<file path="src/rtl/demux5_8b_stream.sv">
// ============================================================================
// demux5_8b_stream : routes a tagged byte stream to five registered channels.
// Revision 1.0 - initial release
// ============================================================================
`default_nettype none

module demux5_8b_stream #(
  parameter int DATA_W = 8,
  parameter int CNT_W  = 8
) (
  input  logic                clk,
  input  logic                rst_n,
  input  logic [DATA_W-1:0]   in_data,
  input  logic [2:0]          in_sel,
  input  logic                in_valid,
  output logic                in_ready,
  output logic [5*DATA_W-1:0] out_data,
  output logic [4:0]          out_valid,
  input  logic [4:0]          out_ready,
  output logic [CNT_W-1:0]    drop_cnt
);

  localparam logic [2:0]       c_num_ch  = 3'd5;
  localparam logic [CNT_W-1:0] c_cnt_max = {CNT_W{1'b1}};

  logic [DATA_W-1:0] r_hold_data [5];
  logic [4:0]        r_hold_valid;
  logic [CNT_W-1:0]  r_drop_cnt;
  logic              w_in_ready;
  logic              w_accept;
  logic              w_is_drop;

  assign w_is_drop = (in_sel >= c_num_ch);

  // in_valid is deliberately absent so upstream can wait on in_ready safely.
  always_comb begin
    w_in_ready = 1'b1;
    if (!w_is_drop) begin
      w_in_ready = !r_hold_valid[in_sel] || out_ready[in_sel];
    end
  end

  assign w_accept = in_valid && w_in_ready;

  generate
    for (genvar k = 0; k < 5; k++) begin : g_ch
      logic w_load;
      assign w_load = w_accept && (in_sel == 3'(k));

      // A load in the same cycle as a drain wins, so back-to-back beats never bubble.
      always_ff @(posedge clk or negedge rst_n) begin
        if (!rst_n) begin
          r_hold_valid[k] <= 1'b0;
          r_hold_data[k]  <= '0;
        end else if (w_load) begin
          r_hold_valid[k] <= 1'b1;
          r_hold_data[k]  <= in_data;
        end else if (r_hold_valid[k] && out_ready[k]) begin
          r_hold_valid[k] <= 1'b0;
        end
      end

      assign out_data[k*DATA_W +: DATA_W] = r_hold_data[k];
    end
  endgenerate

  always_ff @(posedge clk or negedge rst_n) begin
    if (!rst_n) begin
      r_drop_cnt <= '0;
    end else if (w_accept && w_is_drop && (r_drop_cnt != c_cnt_max)) begin
      r_drop_cnt <= r_drop_cnt + CNT_W'(1);
    end
  end

  assign in_ready  = w_in_ready;
  assign out_valid = r_hold_valid;
  assign drop_cnt  = r_drop_cnt;

endmodule

`default_nettype wire

</file>
<file path="config.mk">
export PLATFORM = sky130hd
export DESIGN_NAME = demux5_8b_stream
export DESIGN_NICKNAME = d
export VERILOG_FILES = /design/src/rtl/demux5_8b_stream.sv
export SDC_FILE = /design/constraint.sdc
export NUM_CORES = 1
export LEC_CHECK = 0
export CAP_MARGIN = 20
export CORE_UTILIZATION = 36
export CTS_CLUSTER_SIZE = 25
export DETAILED_ROUTE_END_ITERATION = 10
export PLACE_DENSITY = 0.75
export SYNTH_ARGS = -nofsm -noshare
export SYNTH_HDL_FRONTEND = slang
export SYNTH_SLANG_ARGS = --single-unit
</file>
<file path="constraint.sdc">
create_clock -name clk -period 4.4 [get_ports clk]
set_input_delay 1.32 -clock clk [delete_from_list [all_inputs] [get_ports clk]]
set_output_delay 1.32 -clock clk [all_outputs]
set_load 0.1 [all_outputs]
</file>
## Yosys cells after proc, flatten, opt, wreduce, memory -nomap -nowiden

Index checks and enable logic that the tools add are counted.
Widths: inputs -> output; s select.

| storage, ports and cells | value |
|---|---|
| input port bits | 19 |
| bits in registers | 53 |
| output and inout port bits | 54 |
| word-level logic and storage cells | 55 |

| cells by class | value |
|---|---|
| order comparisons | 2 |
| reduce and logical (&&, ||, !) cells | 21 |
| add/sub/neg operators | 1 |
| muxes and demuxes | 15 |
| equal/unequal tests | 5 |

Operators with widths:

| cell | number |
|---|---|
| $logic_and 1x1->1 | 13 |
| $mux 1 | 13 |
| $reduce_bool 2->1 | 5 |
| $add 8x1->8 const B | 1 |
| $ne 8x8->1 const B | 1 |
| $bmux 1 s3 | 2 |
| $eq 3x2->1 const B | 2 |
| $lt 3x4->1 const B | 1 |
| $eq 3x1->1 const B | 1 |
| $eq 3x3->1 const B | 1 |
| $ge 3x3->1 const B | 1 |
| $logic_not 3->1 | 1 |
| $logic_not 1->1 | 1 |
| $logic_or 1x1->1 | 1 |

## Depth between registers and ports, before layout

Gate-level depths: netlist of the first run.

| logic depth | value |
|---|---|
| depth after elaboration | 8 |
| gate-level depth with buffers | 6 |
| gate-level depth less buffers | 5 |

## Least setup slack after synthesis of the first run

No wires, ideal clock.

| path | value |
|---|---|
| kind | input port to output port |
| start point | in in_sel[0] |
| end point | out in_ready |
| stages | 5 |
| arrival | 3.426 ns |
| buffers on the path | 2 |
| slack | -0.346 ns |
| required time | 3.080 ns |
| path through | buf_6 mux2i_1 and2_1 clkbuf_1 o22ai_1 |

| between the ends | value |
|---|---|
| cells in the longest elaborated chain, start to end | 5 |
| elaborated cells on any way between the ends | 8 |
| those cells by class | order compare: 1; mux: 5; reduce/logical: 2 |

RTL lines:

| item | RTL line | RTL |
|---|---|---|
| start, declared | 14 | `input logic [2:0] in_sel,` |
| $bmux 1 s3 | 39 | `w_in_ready = !r_hold_valid[in_sel] \|\| out_ready[in_sel];` |
| $mux 1 (not written as such) | 39 |  |
| $logic_not 1->1 | 39 |  |
| $logic_or 1x1->1 | 39 |  |
| $mux 1 (*) | 38 | `if (!w_is_drop) begin` |
| end, declared | 16 | `output logic in_ready,` |

Mark *: on every way between the ends. The rest lies on a longest branch, timed or not. The select of a mux whose other input is x is not followed.

## Worst setup path in the final report of the first run

Ends and elaborated chain as after synthesis.

==> flow_results.org, run 1 <==
** CTS
- Clock transition at path regs :: approximately 0.080 ns
- Post-CTS Setup Bufs :: 0
- TritonCTS built the clock tree.
- # resized after CTS :: 0
- The clock drives 53 sinks.
- The H-tree generated during clock tree synthesis spans 2 levels.
- Clock buffer count from CTS :: 5
- Maximum count of clock buffers along a single path :: 2
- Root cell of the clock tree :: clkbuf_8
- Clock latency on the worst-skew pair, taken at its later pin, is roughly 0.3 ns.
- Hold bufs inserted after CTS :: 0

** Yosys
- EDFF count, synth :: 0
- Summing every instance area after synthesis gives ~2400 um2.
- Synthesis produced around 190 cells.
- Proportion of netlist area held by the largest area contributor :: 0.544
- During synthesis, Yosys emitted a total of 0 warnings.
- Summed over all instances, the cell type with the most area after synthesis is dfrtp_1.
- Synthesized netlist net count :: 205
- The commonest cells after synthesis are dfrtp_1 (53), mux2_2 (25), nand2_1 (13), nor2b_1 (9).
- For this run, the register share of the synthesized area comes to 0.544.
- Most common cell in the synthesized netlist :: dfrtp_1
- Ranked by total cell area, the synthesized netlist is headed by dfrtp_1 (54%), mux2_2 (12%), mux2_4 (4.9%), a222oi_1 (3.3%), a32oi_1 (2.9%).
- Yosys cell types :: 36
- In this run the mean area of a mapped cell was between 10 and 15 um2.
- The synthesized design contains between 50 and 60 register bits.
- Predominant post-synthesis flop cell :: dfrtp_1
- In the synthesized netlist the async set-or-reset flop fraction comes to 1.00.

** STA
- After routing, the total negative slack on setup checks comes to 0 ns.
- Fmax :: between 200 and 250 MHz
- Setup repair after global routing left no endpoint under its margin.
- The number of pins with negative max-slew slack in the final report is 0.
- Setup violations remaining at the end of the flow were counted as 0.
- In the finished design, the share of the clock period the worst path needs comes to 0.968.
- Slew at the pin with the worst max-slew slack :: about 1 ns
- On the final layout, the worst hold slack is 0.504 ns.
- The hold violation count in the final report came to 0.
- Subtracting the final worst setup slack from the clock period gives about 4.3 ns.
- The clock arrives with a little under 0.009 ns of skew.
- Worst relative slew slack :: 0.330
- Once routing completed, OpenROAD measured the worst setup slack at ~0.14 ns.

** Setup path
- Along the worst path, the maximum fanout reaches 9.
- The signal on the critical path passes through clkdlybuf4s50_1 > mux2_2 > o32ai_4 > o22ai_2 > buf_12.
- Largest delay share family, worst path :: buffers and inverters
- STA classifies the critical path endpoint as an output pin.
- The most critical setup path has its endpoint at in_ready.
- STA puts the critical path data required time at just over 3 ns.
- For the worst flop-to-flop path, the logic depth is 5.
- Delay contributed by the slowest stage of the critical path :: between 0.7 and 0.8 ns
- Destination of the worst register-to-register timing path :: out_data[7]$_DFFE_PN0P_
- STA classifies the critical path startpoint as a primary input.
- For this design, the slowest cell found on the critical path is clkdlybuf4s50_1.
- Together, buffers and inverters on the worst path number 2.
- The worst setup path is of the in2out kind.
- In this run the number of cells on the critical path is 5.
- In this run the worst setup path begins at in_sel[0].
- STA puts the critical path data arrival time at roughly 3 ns.
- For flop-to-flop paths, the worst setup slack is ~2.4 ns.
- The startpoint identified for the worst register-to-register timing path is out_valid[1]$_DFFE_PN0P_.

** Layout
- Final design instance area without fill :: between 3000 and 4000 um2
- The number of antenna diodes in the final layout is 0.
- Proportion of layout cells with a drive suffix above 1 :: 0.198
- For this run, the post-layout net count is 283.
- Final-layout fill cell count :: between 500 and 600
- Fin cells :: 340
- Register area :: around 1300 um2
- Compared with the post-synthesis result, the final layout area differs by 37.5%.
- Summing all multi-input logic gate instances after layout gives around 1100 um2.
- Measured on the finished design, the core utilization comes to 0.519.

** Route
- Mean routed wirelength per cell :: 17.4 um
- Final antenna-violating net count :: 0
- After detailed routing, the total wire length is ~5900 um.
- Initial drt markers :: ~140
- Per-cell via count in the routed design :: ~5.4
- Number of detailed-route iterations in the first pass :: 8
- For this run, design rule violations remaining after detail routing come to 12.
- For this block, the via count after detailed routing is 1837.

** Floorplanning
- The die covers roughly 7100 um2.
- X dimension of the die :: 84.3 um
- Initial core utilization :: 0.377
- The region available for standard cell placement spans between 6000 and 7000 um2.
- Vert. Die Dim :: 84.3 um
- 73 I/O pins were placed.
- The floorplan has 29 rows.

** Pwr
- Leakage component of the power :: roughly 1.4 nW
- Final total power :: between 2 and 2.5 mW
- VDD sags by at most between 0.3 and 0.4 mV.
- Power spread over the standard cell area amounts to around 700 nW/um2.

** Placed design
- At the end of routability-driven placement, the weighted congestion stood at ~0.87.
- Setup slack at placement :: between 0.1 and 0.15 ns
- HPWL after DPL :: 4110 um
- Post-Place Cell Area :: 3260 um2
- Placed cells :: approximately 330
- Port Buf Inserts :: between 70 and 80

** Run
- Max cap viols :: 0

** Global routing
- Entering global routing, the biggest net connects 29 pins.
- The first global-routing pass estimated between 9000 and 10000 um of wire.
- Final global-route overflow total :: 0
- The number of global-route vias before repair came to approximately 1800.
- Across every metal layer, demand over resource in global routing totals 0.172.
- Antenna violations before repair :: 0

** Hold path
- Worst min-delay path class :: reg2reg

** Run status
- Outcome :: complete, but fails checks
- The final reports fail on DRC.
-- worst min path at each step --
| stage | start | end | cells after the start | slack [ns] |
|---|---|---|---|---|
| after global routing | out_data[28]$_DFFE_PN0P_ | out_data[28]$_DFFE_PN0P_ | 1 | 0.53 |
| after global placement | out_data[29]$_DFFE_PN0P_ | out_data[29]$_DFFE_PN0P_ | 1 | 0.48 |
| after floorplan | out_valid[1]$_DFFE_PN0P_ | out_valid[1]$_DFFE_PN0P_ | 2 | 0.98 |
| after CTS | out_data[28]$_DFFE_PN0P_ | out_data[28]$_DFFE_PN0P_ | 1 | 0.51 |
| final | out_data[29]$_DFFE_PN0P_ | out_data[29]$_DFFE_PN0P_ | 1 | 0.50 |
| after detailed placement | out_data[28]$_DFFE_PN0P_ | out_data[28]$_DFFE_PN0P_ | 1 | 0.48 |
-- sequential cells by signal (all words and copies together) (netlist names) --
name       count
out_valid      5
out_data      40
drop_cnt       8
-- layout by cell type, fill, tap and decap left out, types with 3 or more instances in the layout --
cell and count:
clkdlybuf4s50_1 70, mux2_4 8, dfrtp_1 53, nand2_1 13
nand2b_1 4, and3_1 3, nor2_1 5, a32oi_1 8
inv_1 5, clkbuf_8 6, mux2_2 25, o21ai_0 3
nand3_1 5, mux2i_1 3, buf_4 6, nor2b_1 9
a222oi_1 8, xnor2_1 3
-- worst reg2reg max path, stage by stage, from the launching register on --
cell and delay (ns):
dfrtp_1 0.41, mux2i_1 0.19, buf_4 0.22, o21ai_0 0.14
a21oi_2 0.55, mux2_2 0.41
-- routing by layer --
layer  GRT usage  vias up  share of wire
li1            -      841              -
met1       0.234      927           0.46
met2       0.277       64           0.47
met3      0.0433        5          0.063
met4      0.0376        0         0.0086
met5           0        -              0
-- cells by family after synthesis --
| group | count (synthesis) | share of synthesized area |
|---|---|---|
| XOR/XNOR | 5 | 0.0180 |
| AO/OA/AOI/OAI | 32 | 0.125 |
| adder cells (fa/ha/maj) | 1 | 0.00513 |
| flip-flops | 53 | 0.544 |
| buffers and inverters | 12 | 0.0267 |
| AND/OR/NAND/NOR | 44 | 0.0945 |
| multiplexers | 38 | 0.186 |
-- area by class of cell --
type / count / area share
sequential: 53 / 0.396
multi-input combinational: 120 / 0.314
timing repair buffer: 78 / 0.230
tap: 77 / 0.0288
clock buffer: 7 / 0.0258
inverter: 5 / 0.00560
-- power breakdown --
part           leakage (nW)  total [mW]  internal [mW]  switching (mW)
Clock                0.0443       0.276          0.125           0.150
Sequential            0.646       0.695          0.606          0.0891
Combinational         0.741        1.38          0.332            1.04
Total                  1.43        2.35           1.06            1.28
No activity file was read; power rests on OpenSTA's default activity.
==> run 2: changes to the inputs <==
- CORE_UTILIZATION: 36 -> 37
- PLACE_DENSITY: 0.75 -> 0.76
==> run 2 against run 1 <==
Against the previous run: non-clock buffer count did not move; the run now ends clean; flip-flop and latch count did not move; critical path depth rose by 2; sequential power barely moved; worst setup slack improved by 0.052 ns; register-to-register slack got worse by 0.04 ns; sequential share of layout area fell by 0.12 points; cell count rose by 0.29%.
==> flow_results.org, run 2 (synthesized netlist as in run 1, its figures left out) <==
** Placed design
- OpenSTA, run right after detailed placement, puts the worst setup slack at 0.191 ns.
- HPWL after DPL :: slightly above 4000 um
- In this run the tool buffered the top-level ports with 72 buffer cells.
- At the end of routability-driven placement, the weighted congestion stood at approximately 0.8.

** Global routing
- The number of antenna violations at the first check in global routing is 0.
- Final global-route overflow total :: 0
- Number of global-route vias before repair :: between 1500 and 2000
- Maximum number of pins on one net before global-route repair :: 42
- For this run, the total global-route usage over all layers was measured as 0.179.
- Wire length of the first global-routing pass :: approximately 9700 um

** Setup path
- Worst-path cell chain :: clkdlybuf4s50_1 > buf_4 > nand3b_1 > o21a_1 > nor2_1 > o22ai_2 > buf_12
- Data arrives at the worst endpoint at 2.89 ns.
- CP max-delay cell :: clkdlybuf4s50_1
- Data on the critical path is required at its endpoint by a little over 3 ns.
- Critical setup path kind :: in2out
- Crit-path max FO :: 8
- Count of buffering cells on the critical path with inverters included :: 3
- CP Capture Type :: output pin
- On the critical path the largest part of the delay comes from buffers and inverters.
- The worst setup path is launched from a primary input.
- For this run, the slowest stage of the critical path takes a little under 0.7 ns.

** CTS
- Post-CTS repair changed the size of 0 cells.
- The root buffer cell chosen for the clock tree is clkbuf_8.
- The clock passes through at most 2 buffers.
- TritonCTS built the clock tree.
- Clock Sink Count :: 53
- After clock tree synthesis, the flow added hold-fix buffers numbering 0.
- Post-CTS timing repair inserted 0 buffers for setup.
- # H-tree levels :: 2
- Clock transition at path regs :: 0.09 ns
- Clock latency on the worst-skew pair, taken at its later pin, is about 0.30 ns.
- Clock buffer count from CTS :: 5

** Floorplanning
- The floorplan step defined a die boundary enclosing roughly 6900 um2.
- Top-level port count :: 73
- The die is 83.2 um wide.
- The initial utilization of the core area, before any placement, comes to 0.384.
- The die is 83.2 um tall.
- Floorplan row count :: 29
- The total area inside the core boundary comes to 6350 um2.

** STA
- Subtracting the final worst setup slack from the clock period gives between 4 and 5 ns.
- Setup repair after global routing left no endpoint under its margin.
- Fin crit share :: 0.957
- Fmax :: 238 MHz
- Slew at the pin with the worst max-slew slack :: between 0.9 and 1 ns
- Final hold violation count :: 0
- Total negative setup slack :: 0 ns
- Across the routed clock network, the largest skew measured is slightly below 0.009 ns.
- Setup violations remaining at the end of the flow were counted as 0.
- After layout, the worst setup slack is roughly 0.19 ns.
- Headroom to the max-slew limit came out at 0.332.
- The number of pins with negative max-slew slack in the final report was 0.

** Run status
- Outcome :: finished clean

** Hold path
- Worst min-delay path class :: reg2reg

** Route
- Per-cell via count in the routed design :: between 5 and 6
- Total DRC errors in the routed layout :: 0
- Overall via count from detail_route :: ~1800
- Mean routed wirelength per cell :: between 15 and 20 um
- The routed design has slightly below 6000 um of wire.
- Initial drt markers :: ~130
- The pre-antenna-repair detailed-routing pass consisted of 5 iterations.
- In this run the remaining antenna-violating nets after routing total 0.

** Pwr
- Of the total power, the share spent switching nets is 0.548.
- For this design the static power due to leakage is roughly 1.4 nW.
- Seq pwr share :: 0.295
- For this design the total switching power over the nets is 1.29 mW.
- P per Cell Area :: ~700 nW/um2
- Max IR drop VDD :: 0.402 mV
- Of the total power, the clock network draws 0.122.
- Of the total power, combinational logic draws 0.583.
- Cell internal power was estimated by the tool at 1.07 mW.

** Layout
- Most common cell after layout, fill and taps aside :: clkdlybuf4s50_1
- Max reg flops :: 40
- In the final design database the tool counted about 280 nets.
- Syn-to-layout area delta :: 37.9%
- After filler insertion, the fill cell instance count of the layout stands at ~540.
- The repair_antennas step left the layout with diodes totalling 0.
- At the end of the flow the core is filled with cells to 0.529.
- Leaving out fill and tap cells, the most frequent cells in the layout are clkdlybuf4s50_1 (70), dfrtp_1 (53), mux2_2 (25).
- In the final layout, the share of cells above drive strength 1 is 0.205.

** Run
- Max cap viols :: 0
-- run 2: power groups by stage --
stage               Clock, mW  Combinational (mW)  Sequential (mW)
floorplan                   0               0.177             1.57
global placement            0                1.37            0.699
detailed placement          0                1.38            0.705
CTS                     0.297                1.38            0.697
global route            0.313                1.41            0.716
finish                  0.287                1.38            0.696
-- run 2: path summary, 6_finish.rpt --
check                                            to                startpoint  cells after the start  slack [ns]
setup / recovery                           in_ready                 in_sel[0]                      7        0.19
hold / removal             out_data[28]$_DFFE_PN0P_  out_data[28]$_DFFE_PN0P_                      1        0.49
setup reg to reg            out_data[4]$_DFFE_PN0P_  out_valid[1]$_DFFE_PN0P_                      5        2.34
hold reg to reg            out_data[28]$_DFFE_PN0P_  out_data[28]$_DFFE_PN0P_                      1        0.49
max in group asynchronous  out_data[20]$_DFFE_PN0P_                     rst_n                      2        2.52
min in group asynchronous   drop_cnt[0]$_DFFE_PN0P_                     rst_n                      1        1.15
-- run 2: per-layer routing --
layer / GRT usage / part of all wire / up-vias
li1: - / - / 840
met4: 0.0611 / 0.0094 / 0
met1: 0.246 / 0.44 / 896
met3: 0.0467 / 0.068 / 5
met2: 0.274 / 0.48 / 66
met5: 0 / 0 / -
-- run 2: cell type report --
type	count	area, um2	share of cell area
Inverter	5	18.8	0.00558
Timing Repair Buffer	78	771	0.229
Sequential cell	53	1330	0.395
Clock buffer	6	82.6	0.0246
Clock inverter	2	13.8	0.00410
Tap cell	77	96.3	0.0287
Multi-Input combinational cell	120	1050	0.313
-- run 2: metrics by stage --
step / hold slack [ns] / instance area [um2] / total power, mW / instances
final: 0.488 / 3360 / 2.36 / 341
after global routing: 0.502 / 3360 / 2.44 / 341
after CTS: 0.494 / 3360 / 2.38 / 341
after detailed placement: 0.479 / 3260 / 2.09 / 333
after global placement: 0.472 / 3260 / 2.07 / 333
after floorplan: 0.982 / 2440 / 1.75 / 185
